**src/rtl/tt_um_jasonk_6502.sv**
```systemverilog
// Reduced 6502-style core behind a three-clock multiplexed TinyTapeout bus.
// Each memory access drives address low, then address high, then the data phase.
// After the bus cycles of an instruction, one internal EXEC clock updates the registers.
module tt_um_jasonk_6502 #(
    parameter logic [15:0] RESET_VEC = 16'hFFFC
) (
    input  logic       clk,
    input  logic       rst_n,     // active-high synchronous reset; the name comes from the harness
    input  logic       ena,
    input  logic [7:0] ui_in,
    output logic [7:0] uo_out,
    input  logic [7:0] uio_in,
    output logic [7:0] uio_out,
    output logic [7:0] uio_oe
);

    typedef enum logic [2:0] {
        VEC_LO, VEC_HI, FETCH, OPR1, OPR2, DATA, EXEC
    } state_t;

    state_t      state, state_nx;
    logic [1:0]  phase, phase_nx;
    logic [15:0] pc;
    logic [7:0]  a_reg, x_reg, y_reg;
    logic        flag_n, flag_v, flag_z, flag_c;
    logic [7:0]  ir, op_lo, op_hi, dbuf;

    logic [15:0] bus_addr;
    logic        rw, sync;

    // exec-stage decode results
    logic [7:0]  res;
    logic        wr_a, wr_x, wr_y, set_nz, set_c, c_nx, set_v, v_nx, ld_pc;
    logic [15:0] pc_nx;
    logic [7:0]  m_val, addend;
    logic        cin;
    logic [8:0]  sum9;

    logic unused_in;
    assign unused_in = ena ^ (^uio_in);

    // Opcodes that carry at least one operand byte.
    function automatic logic has_opr1(input logic [7:0] op);
        case (op)
            8'hA9, 8'hA2, 8'hA0, 8'h69, 8'hE9, 8'h29, 8'h09, 8'h49, 8'hC9,
            8'hF0, 8'hD0, 8'hB0, 8'h90, 8'h4C, 8'hAD, 8'h8D: has_opr1 = 1'b1;
            default:                                          has_opr1 = 1'b0;
        endcase
    endfunction

    // Opcodes that use an absolute address: two operand bytes.
    function automatic logic has_opr2(input logic [7:0] op);
        has_opr2 = (op == 8'h4C) || (op == 8'hAD) || (op == 8'h8D);
    endfunction

    // Opcodes that make a data access at the absolute address.
    function automatic logic has_data(input logic [7:0] op);
        has_data = (op == 8'hAD) || (op == 8'h8D);
    endfunction

    // State register: reset restarts at the vector fetch, which aborts any pending write.
    always_ff @(posedge clk) begin
        if (rst_n) begin
            state <= VEC_LO;
            phase <= 2'd0;
        end else begin
            state <= state_nx;
            phase <= phase_nx;
        end
    end

    // Next-state logic: a bus state advances through phases 0-2; EXEC always returns to FETCH.
    always_comb begin
        state_nx = state;
        phase_nx = phase;
        if (state == EXEC) begin
            state_nx = FETCH;
            phase_nx = 2'd0;
        end else if (phase != 2'd2) begin
            phase_nx = phase + 2'd1;
        end else begin
            phase_nx = 2'd0;
            case (state)
                VEC_LO:  state_nx = VEC_HI;
                VEC_HI:  state_nx = FETCH;
                FETCH:   state_nx = has_opr1(ui_in) ? OPR1 : EXEC;
                OPR1:    state_nx = has_opr2(ir) ? OPR2 : EXEC;
                OPR2:    state_nx = has_data(ir) ? DATA : EXEC;
                DATA:    state_nx = EXEC;
                default: state_nx = VEC_LO;
            endcase
            if (state_nx == EXEC) phase_nx = 2'd3;
        end
    end

    // Bus outputs are decoded from registered state only.
    always_comb begin
        case (state)
            VEC_LO:  bus_addr = RESET_VEC;
            VEC_HI:  bus_addr = RESET_VEC + 16'd1;
            DATA:    bus_addr = {op_hi, op_lo};
            default: bus_addr = pc;
        endcase
        rw   = !(state == DATA && ir == 8'h8D);
        sync = (state == FETCH);
        case (phase)
            2'd0:    uo_out = bus_addr[7:0];
            2'd1:    uo_out = bus_addr[15:8];
            2'd2:    uo_out = rw ? 8'h00 : a_reg;
            default: uo_out = 8'h00;
        endcase
        uio_out = {4'b0000, sync, rw, phase};
        uio_oe  = 8'h0F;
    end

    // EXEC decode: the ALU result and which registers and flags it commits.
    always_comb begin
        res    = 8'h00;
        wr_a   = 1'b0;
        wr_x   = 1'b0;
        wr_y   = 1'b0;
        set_nz = 1'b0;
        set_c  = 1'b0;
        c_nx   = 1'b0;
        set_v  = 1'b0;
        ld_pc  = 1'b0;
        pc_nx  = pc + {{8{op_lo[7]}}, op_lo};
        m_val  = (ir == 8'hAD) ? dbuf : op_lo;
        // SBC and CMP add the complemented operand; CMP forces carry-in so it is a true A-M.
        addend = (ir == 8'hE9 || ir == 8'hC9) ? ~m_val : m_val;
        cin    = (ir == 8'hC9) ? 1'b1 : flag_c;
        sum9   = {1'b0, a_reg} + {1'b0, addend} + {8'b0, cin};
        v_nx   = (a_reg[7] == addend[7]) && (sum9[7] != a_reg[7]);
        case (ir)
            8'hA9, 8'hAD: begin res = m_val; wr_a = 1'b1; set_nz = 1'b1; end
            8'hA2: begin res = op_lo; wr_x = 1'b1; set_nz = 1'b1; end
            8'hA0: begin res = op_lo; wr_y = 1'b1; set_nz = 1'b1; end
            8'h69, 8'hE9: begin
                res = sum9[7:0]; wr_a = 1'b1; set_nz = 1'b1;
                set_c = 1'b1; c_nx = sum9[8]; set_v = 1'b1;
            end
            8'h29: begin res = a_reg & op_lo; wr_a = 1'b1; set_nz = 1'b1; end
            8'h09: begin res = a_reg | op_lo; wr_a = 1'b1; set_nz = 1'b1; end
            8'h49: begin res = a_reg ^ op_lo; wr_a = 1'b1; set_nz = 1'b1; end
            8'hC9: begin res = sum9[7:0]; set_nz = 1'b1; set_c = 1'b1; c_nx = sum9[8]; end
            8'hE8: begin res = x_reg + 8'd1; wr_x = 1'b1; set_nz = 1'b1; end
            8'hCA: begin res = x_reg - 8'd1; wr_x = 1'b1; set_nz = 1'b1; end
            8'hC8: begin res = y_reg + 8'd1; wr_y = 1'b1; set_nz = 1'b1; end
            8'h88: begin res = y_reg - 8'd1; wr_y = 1'b1; set_nz = 1'b1; end
            8'hAA: begin res = a_reg; wr_x = 1'b1; set_nz = 1'b1; end
            8'h8A: begin res = x_reg; wr_a = 1'b1; set_nz = 1'b1; end
            8'hA8: begin res = a_reg; wr_y = 1'b1; set_nz = 1'b1; end
            8'h98: begin res = y_reg; wr_a = 1'b1; set_nz = 1'b1; end
            8'h18: begin set_c = 1'b1; c_nx = 1'b0; end
            8'h38: begin set_c = 1'b1; c_nx = 1'b1; end
            8'h4C: begin ld_pc = 1'b1; pc_nx = {op_hi, op_lo}; end
            8'hF0: ld_pc = flag_z;
            8'hD0: ld_pc = !flag_z;
            8'hB0: ld_pc = flag_c;
            8'h90: ld_pc = !flag_c;
            default: ;
        endcase
    end

    // Datapath: bus read data is captured at the end of phase 2; registers commit in EXEC.
    always_ff @(posedge clk) begin
        if (rst_n) begin
            pc     <= 16'h0000;
            a_reg  <= 8'h00;
            x_reg  <= 8'h00;
            y_reg  <= 8'h00;
            flag_n <= 1'b0;
            flag_v <= 1'b0;
            flag_z <= 1'b0;
            flag_c <= 1'b0;
            ir     <= 8'h00;
            op_lo  <= 8'h00;
            op_hi  <= 8'h00;
            dbuf   <= 8'h00;
        end else begin
            if (phase == 2'd2) begin
                case (state)
                    VEC_LO: pc[7:0]  <= ui_in;
                    VEC_HI: pc[15:8] <= ui_in;
                    FETCH:  begin ir    <= ui_in; pc <= pc + 16'd1; end
                    OPR1:   begin op_lo <= ui_in; pc <= pc + 16'd1; end
                    OPR2:   begin op_hi <= ui_in; pc <= pc + 16'd1; end
                    DATA:   if (rw) dbuf <= ui_in;
                    default: ;
                endcase
            end
            if (state == EXEC) begin
                if (wr_a)   a_reg  <= res;
                if (wr_x)   x_reg  <= res;
                if (wr_y)   y_reg  <= res;
                if (set_nz) begin flag_n <= res[7]; flag_z <= (res == 8'h00); end
                if (set_c)  flag_c <= c_nx;
                if (set_v)  flag_v <= v_nx;
                if (ld_pc)  pc     <= pc_nx;
            end
        end
    end

endmodule

```
**config.mk**
```make
export PLATFORM = sky130hd
export DESIGN_NAME = tt_um_jasonk_6502
export DESIGN_NICKNAME = d
export VERILOG_FILES = /design/src/rtl/tt_um_jasonk_6502.sv
export SDC_FILE = /design/constraint.sdc
export NUM_CORES = 1
export LEC_CHECK = 0
export ABC_AREA = 1
export BUFFER_PORTS_ARGS = -buffer_cell sky130_fd_sc_hd__buf_2
export CAP_MARGIN = 20
export CORE_ASPECT_RATIO = 2
export CORE_MARGIN = 1
export CORE_UTILIZATION = 25
export CTS_CLUSTER_DIAMETER = 80
export DETAILED_ROUTE_END_ITERATION = 10
export MAX_ROUTING_LAYER = met4
export PLACE_DENSITY_LB_ADDON = 0.2
export RECOVER_POWER = 25
export REMOVE_ABC_BUFFERS = 1
export SETUP_SLACK_MARGIN = 0.2
export SLEW_MARGIN = 10
export SYNTH_ARGS = -nofsm -noshare
export SYNTH_HDL_FRONTEND = slang
export SYNTH_SLANG_ARGS = --single-unit
```
**constraint.sdc**
```tcl
create_clock -name clk -period 3.3 [get_ports clk]
set_input_delay 0.495 -clock clk [delete_from_list [all_inputs] [get_ports clk]]
set_output_delay 0.495 -clock clk [all_outputs]
set_load 0.05 [all_outputs]
```
==> impl_metrics.env, run 1 <==
export IMPL_mostFrequentLayoutCells="nand2_1, inv_1, a21oi_1"
export IMPL_syn_cell_area_sq_um=7308
export IMPL_finish_net_count=1358
export IMPL_start_util_pct=25.33
export IMPL_power_frac_comb_pct=13.6
export IMPL_cts_sinks=79
export IMPL_cap_viol_max_count=0
export IMPL_syn_inst=1189
export IMPL_hold_depth=2
export IMPL_avgSynthCellArea_sq_um=6.147
export IMPL_swShare_pct=30.06
export IMPL_coreArea_sq_um=28850
export IMPL_cp_start_kind="register"
export IMPL_power_share_clock_pct=46.5
export IMPL_die_h_microns=243.8
export IMPL_setup_viol=0
export IMPL_dieArea_sq_um=29960
export IMPL_status="completed"
export IMPL_tightest_slew_ns=1.280
export IMPL_synth_ff_type="dfxtp_1"
export IMPL_clk_latency_ns=0.37
export IMPL_period_minus_slack_ns=3.106
export IMPL_yosysTopAreaCell="dfxtp_1"
export IMPL_synth_top_area_share_pct=21.64
export IMPL_hold_viol=0
export IMPL_power_frac_seq_pct=39.9
export IMPL_die_width_microns=122.9
export IMPL_final_antenna_net_count=0
export IMPL_power_density_nw_per_um2=273.4
export IMPL_grt_overflow=0
export IMPL_cp_arrival_ns=3.39
export IMPL_max_freq_mhz=322.0
export IMPL_async_flop_share_pct=0
export IMPL_gp_congestion=0.9313
export IMPL_ys_top_cells_by_area="dfxtp_1, nand2_1, ha_1"
export IMPL_crit_start="ir[3]"
export IMPL_cts_htree_levels=3
export IMPL_drc=0
export IMPL_post_route_period_util_pct=94.11
export IMPL_drive_above_1_share_pct=17.39
export IMPL_fin_worst_skew_ns=0.009139
export IMPL_crit_fanout=4
export IMPL_peakVddDrop_mv=0.2250
export IMPL_drt_iter0_drc=457
export IMPL_hold_path_class="register to register"
export IMPL_place_ws_ns=-0.1253
export IMPL_finalPower_uw=2442
export IMPL_dr_wl_met3_microns=671
export IMPL_met1_length_microns=9960
export IMPL_cts_hold_buffers_added=0
export IMPL_syn_to_final_growth_pct=22.21
export IMPL_antennaDiodeCount=0
export IMPL_grt_pass1_wl_microns=47580
export IMPL_critical_path_endpoint="flag_z"
export IMPL_avgViaCountPerCell=5.007
export IMPL_reg2reg_from="ir[3]"
export IMPL_synthDistinctLibCells=43
export IMPL_power_internal_uw=1708
export IMPL_rsz0062_at_grt="yes"
export IMPL_synth_edff_count=0
export IMPL_fillers=3252
export IMPL_required_ns=3.58
export IMPL_drv_slew=0
export IMPL_wl_met2_microns=18690
export IMPL_setup_tns_ns=0
export IMPL_highest_layer="met4"
export IMPL_multi_input_area_sq_um=5121
export IMPL_routed_wl_microns=32160
export IMPL_p_sw_uw=734.0
export IMPL_yosys_register_bits=79
export IMPL_setup_ws_ns=0.1944
export IMPL_wl_per_cell_microns=19.51
export IMPL_drt_pass1_iter_count=6
export IMPL_grt_total_usage_pct=22.69
export IMPL_registers_top_by_ff_count="pc"
export IMPL_rrSetupSlack_ns=0.19
export IMPL_p_leak_uw=0.004202
export IMPL_cts_buffers=9
export IMPL_antenna_found_initial=0
export IMPL_reg2regPathDepth=22
export IMPL_row_count=88
export IMPL_ys_warn_count=0
export IMPL_route_vias_total=8251
export IMPL_seq_area_sq_um=1589
export IMPL_root_buffer="clkbuf_16"
export IMPL_worstSetupPathType="register to register"
export IMPL_ioPinCount=43
export IMPL_cts_tree="yes"
export IMPL_ys_seq_area_share_pct=21.64
export IMPL_grt_pass1_vias=8218
export IMPL_clk_pin_slew_ns=0.07
export IMPL_cts_path_max_buffers=2
export IMPL_grt_max_degree=59
export IMPL_critical_path_endpoint_type="register"
export IMPL_r2r_end="flag_z"
export IMPL_dpl_hpwl_microns=26430
export IMPL_largest_reg_flops=16
export IMPL_slew_headroom_pct=14.66
export IMPL_port_buffers=21
export IMPL_layout_commonest_cell="nand2_1"
-- metal layers --
metal	track usage, %	up-vias
met5	-	-
met4	17.58	0
met3	2.247	138
met2	45.31	212
met1	17.64	3769
li1	-	4132
-- worst min path at each step --
stage | startpoint | slack (ns) | endpoint
global route | dbuf[3] | 0.51 | dbuf[3]
detailed placement | dbuf[3] | 0.46 | dbuf[3]
global placement | dbuf[3] | 0.47 | dbuf[3]
floorplan | dbuf[3] | 0.43 | dbuf[3]
finish | dbuf[3] | 0.47 | dbuf[3]
CTS | dbuf[3] | 0.47 | dbuf[3]
-- cell usage after synthesis (8+ instances only) --
cell,number
nand2_1,265
inv_1,137
a21oi_1,127
nor2_1,110
o21ai_0,103
nand3_1,100
dfxtp_1,79
ha_1,51
clkbuf_1,19
o221ai_1,16
buf_4,15
inv_2,14
nor3_1,12
o211ai_1,11
o22ai_1,11
or2_2,11
nand4_1,10
buf_2,9
nor2_2,9
xnor2_1,9
xor2_1,8
-- critical path, cell delays in order (launching register included) --
cell and delay [ns]:
dfxtp_2 0.34, buf_6 0.10, nand2_4 0.05, inv_2 0.05
nand2_2 0.06, nor2_4 0.23, buf_6 0.14, o21ai_4 0.06
xor2_2 0.18, fa_2 0.40, inv_2 0.08, fa_2 0.21
o21ai_2 0.07, buf_6 0.13, buf_6 0.11, xor2_1 0.13
nand2_1 0.08, nand3_2 0.08, nor2_4 0.15, nand2_2 0.08
nor2_2 0.08, nand3_1 0.08, a21oi_1 0.14
-- area by class of cell --
type                    instances  area share [%]
flip-flops and latches         79           17.79
well taps                     360           5.043
repair buffers                116           9.751
clock inverters                 6           1.037
multi-input cells             924           57.34
clock buffers                  10           2.564
inverters                     153           6.472
-- per-stage QoR --
step | instances | hold slack [ns] | util, % | cell area (sq um)
global route | 1648 | 0.5090 | 30.96 | 8931
floorplan | 1156 | 0.4318 | - | 7117
CTS | 1646 | 0.4739 | 30.32 | 8747
detailed placement | 1627 | 0.4639 | 28.98 | 8361
finish | 1648 | 0.4683 | 30.96 | 8931
global placement | 1627 | 0.4744 | 28.98 | 8361
-- logic make-up after synthesis --
| kind of cell | Yosys count | synth area share [%] |
|---|---|---|
| adders and majority gates | 56 | 10.10 |
| buffers and inverters | 196 | 10.99 |
| AOI/OAI and AO/OA | 295 | 22.46 |
| xor gates and xnor gates | 17 | 2.037 |
| DFF | 79 | 21.64 |
| other | 2 | 0.1028 |
| and+or+nand+nor | 544 | 32.67 |
-- power by group through the flow --
| stage | sequential [uW] | combinational, uW | clock [uW] |
|---|---|---|---|
| final | 975 | 331 | 1140 |
| after floorplan | 1000 | 198 | 0 |
| after global placement | 996 | 319 | 0 |
| after detailed placement | 997 | 319 | 0 |
| after global routing | 975 | 346 | 1200 |
| after CTS | 974 | 322 | 1170 |
-- repair_timing --
item	4_1_cts	5_1_grt
gates resized for setup	18	46
endpoints found under the setup margin	16	24
pin swaps	5	27
setup buffers	3	2
(Power assumes the default switching activity.)
==> run 2: changes to the inputs <==
--- a/config.mk
+++ b/config.mk
@@ -10,7 +10,7 @@
 export CAP_MARGIN = 20
 export CORE_ASPECT_RATIO = 2
 export CORE_MARGIN = 1
-export CORE_UTILIZATION = 25
+export CORE_UTILIZATION = 57
 export CTS_CLUSTER_DIAMETER = 80
 export DETAILED_ROUTE_END_ITERATION = 10
 export MAX_ROUTING_LAYER = met4
@@ -18,6 +18,7 @@
 export RECOVER_POWER = 25
 export REMOVE_ABC_BUFFERS = 1
 export SETUP_SLACK_MARGIN = 0.2
+export SKIP_CTS_REPAIR_TIMING = 1
 export SLEW_MARGIN = 10
 export SYNTH_ARGS = -nofsm -noshare
 export SYNTH_HDL_FRONTEND = slang
==> run 2 against run 1 <==
  * Wire length decreased by 13%
  * Critical endpoint is now uo_out[0]
  * Hold slack better by 0.021 ns
  * Die area shrank 56%
  * Utilization grew 36 points
  * Largest power group unchanged
==> impl_metrics.env, run 2 (synthesis gave the netlist of run 1 again) <==
export IMPL_dieArea_sq_um=13310
export IMPL_layout_commonest_cell="nand2_1"
export IMPL_reg2regPathDepth=18
export IMPL_route_vias_total=8539
export IMPL_clk_pin_slew_ns=0.07
export IMPL_drive_above_1_share_pct=14.99
export IMPL_grt_busiest_layer="met2"
export IMPL_drv_slew=0
export IMPL_setup_ws_ns=0.2434
export IMPL_antennaDiodeCount=0
export IMPL_slowest_delay_ns=0.45
export IMPL_avgViaCountPerCell=6.082
export IMPL_hold_viol=0
export IMPL_whs_endpoint="dbuf[3]"
export IMPL_crit_fanout=6
export IMPL_dpl_hpwl_microns=21520
export IMPL_crit_buf_inv=4
export IMPL_met3_usage_pct=10.34
export IMPL_use_met2_pct=74.64
export IMPL_hold_path_class="register to register"
export IMPL_post_route_period_util_pct=92.62
export IMPL_use_met1_pct=35.33
export IMPL_critical_path_endpoint_type="output pin"
export IMPL_critPathSlowestCell="dfxtp_1"
export IMPL_drc=0
export IMPL_cts_sinks=79
export IMPL_registers_top_by_ff_count="pc"
export IMPL_fin_worst_skew_ns=0.01415
export IMPL_status="completed"
export IMPL_coreArea_sq_um=12550
export IMPL_port_buffers=21
export IMPL_start_util_pct=58.21
export IMPL_clk_latency_ns=0.35
export IMPL_finish_net_count=1325
export IMPL_gp_congestion=1.085
export IMPL_dp_cells=1385
export IMPL_max_freq_mhz=327.2
export IMPL_place_ws_ns=0.06556
export IMPL_rrSetupSlack_ns=0.28
export IMPL_ioPinCount=43
export IMPL_grt_max_degree=29
export IMPL_routed_wl_microns=27820
export IMPL_cts_path_max_buffers=2
export IMPL_required_ns=2.80
export IMPL_mostFrequentLayoutCells="nand2_1, inv_1, a21oi_1"
export IMPL_syn_to_final_growth_pct=14.71
export IMPL_rsz0062_at_grt="yes"
export IMPL_worstSetupPathType="register to output pin"
export IMPL_post_dp_cell_area_sq_um=7845
export IMPL_critPathTopFamily="buffers and inverters"
export IMPL_period_minus_slack_ns=3.057
export IMPL_grt_pass1_vias=8273
export IMPL_cap_viol_max_count=0
export IMPL_drt_iter0_drc=556
export IMPL_largest_reg_flops=16
export IMPL_grt_pass1_wl_microns=41810
export IMPL_hold_depth=2
export IMPL_seq_area_sq_um=1593
export IMPL_grt_total_usage_pct=44.33
export IMPL_cts_htree_levels=3
export IMPL_final_antenna_net_count=0
export IMPL_p_leak_uw=0.003998
export IMPL_tightest_slew_ns=0.8352
export IMPL_cts_buffers=9
export IMPL_fin_util_pct=66.77
export IMPL_row_count=58
export IMPL_die_width_microns=82.07
export IMPL_fillers=1229
export IMPL_wl_per_cell_microns=19.81
export IMPL_grt_overflow=0
export IMPL_setup_viol=0
export IMPL_peakVddDrop_mv=0.2857
export IMPL_hp_start="dbuf[3]"
export IMPL_crit_chain="inv_1, nor2_1, inv_1, nor2_1, inv_1, o221ai_1, nand2_1, o221ai_1, buf_2"
export IMPL_reg2reg_from="ir[6]"
export IMPL_cp_arrival_ns=2.56
export IMPL_finalPower_uw=2404
export IMPL_power_density_nw_per_um2=286.7
export IMPL_fin_cells=1404
export IMPL_multi_input_area_sq_um=5114
export IMPL_die_h_microns=162.1
export IMPL_antenna_found_initial=0
export IMPL_root_buffer="clkbuf_16"
export IMPL_cp_start_kind="register"
export IMPL_postLayoutCellArea_sq_um=8383
export IMPL_slew_headroom_pct=44.12
export IMPL_cts_tree="yes"
export IMPL_cpMostUsedCell="inv_1"
export IMPL_drt_pass1_iter_count=5
export IMPL_r2r_end="flag_z"
## run 2: cell types whose count changed in the layout (fill, tap and decap cells not counted), moves of 3 or more
cell	delta
nor2_2	-3
buf_6	-3
buf_2	+4
o21ai_1	+3
buf_4	-31
nor2_4	+3
## run 2: area by class of cell
| class | instances | share of cell area [%] |
|---|---|---|
| clock buffer | 10 | 2.851 |
| clock inverter | 5 | 0.9701 |
| inverter | 153 | 6.925 |
| multi-input combinational | 924 | 61.00 |
| sequential | 79 | 19.00 |
| tap | 150 | 2.239 |
| timing repair buffer | 83 | 7.015 |
## run 2: report_power, final
| group | total (uW) | switching [uW] | internal (uW) | leakage, uW |
|---|---|---|---|---|
| clock network | 1120 | 437 | 682 | 0.000155 |
| logic | 310 | 239 | 71.1 | 0.00320 |
| registers | 975 | 14.1 | 961 | 0.000641 |
## run 2: metrics by stage
stage,hold slack (ns),setup TNS (ns)
global placement,0.4695,0
global route,0.5198,0
finish,0.4890,0
detailed placement,0.4795,0
CTS,0.4891,0
floorplan,0.4318,-0.4481
## run 2: how the worst max path moves through the flow
stage,startpoint,endpoint,slack [ns],cells past startpoint
2_1_floorplan,ir[3],flag_z,-0.22,21
3_3_place_gp,ir[5],flag_z,0.11,22
6_report,state[0],uo_out[0],0.24,9
4_1_cts,ir[5],flag_z,0.05,22
3_5_place_dp,ir[5],flag_z,0.07,22
5_1_grt,ir[7],flag_z,0.09,22
## run 2: per-layer routing
| layer | wire [microns] | vias up |
|---|---|---|
| li1 | - | 4070 |
| met1 | 8494 | 3760 |
| met2 | 13880 | 446 |
| met3 | 1677 | 263 |
| met4 | 3769 | 0 |
| met5 | 0 | - |
## run 2: worst reg2reg max path: stages (launching register included)
cell     delay, ns
dfxtp_2       0.35
buf_4         0.14
inv_2         0.04
nand2_1       0.16
nor2_1        0.09
nand2_1       0.08
inv_1         0.08
buf_4         0.17
fa_1          0.43
or2_2         0.32
nand4_1       0.23
nand2_1       0.10
nor2_1        0.09
nand3_1       0.09
nor2_2        0.13
nand2_2       0.09
nor2_4        0.16
nand3_2       0.09
a21oi_2       0.13
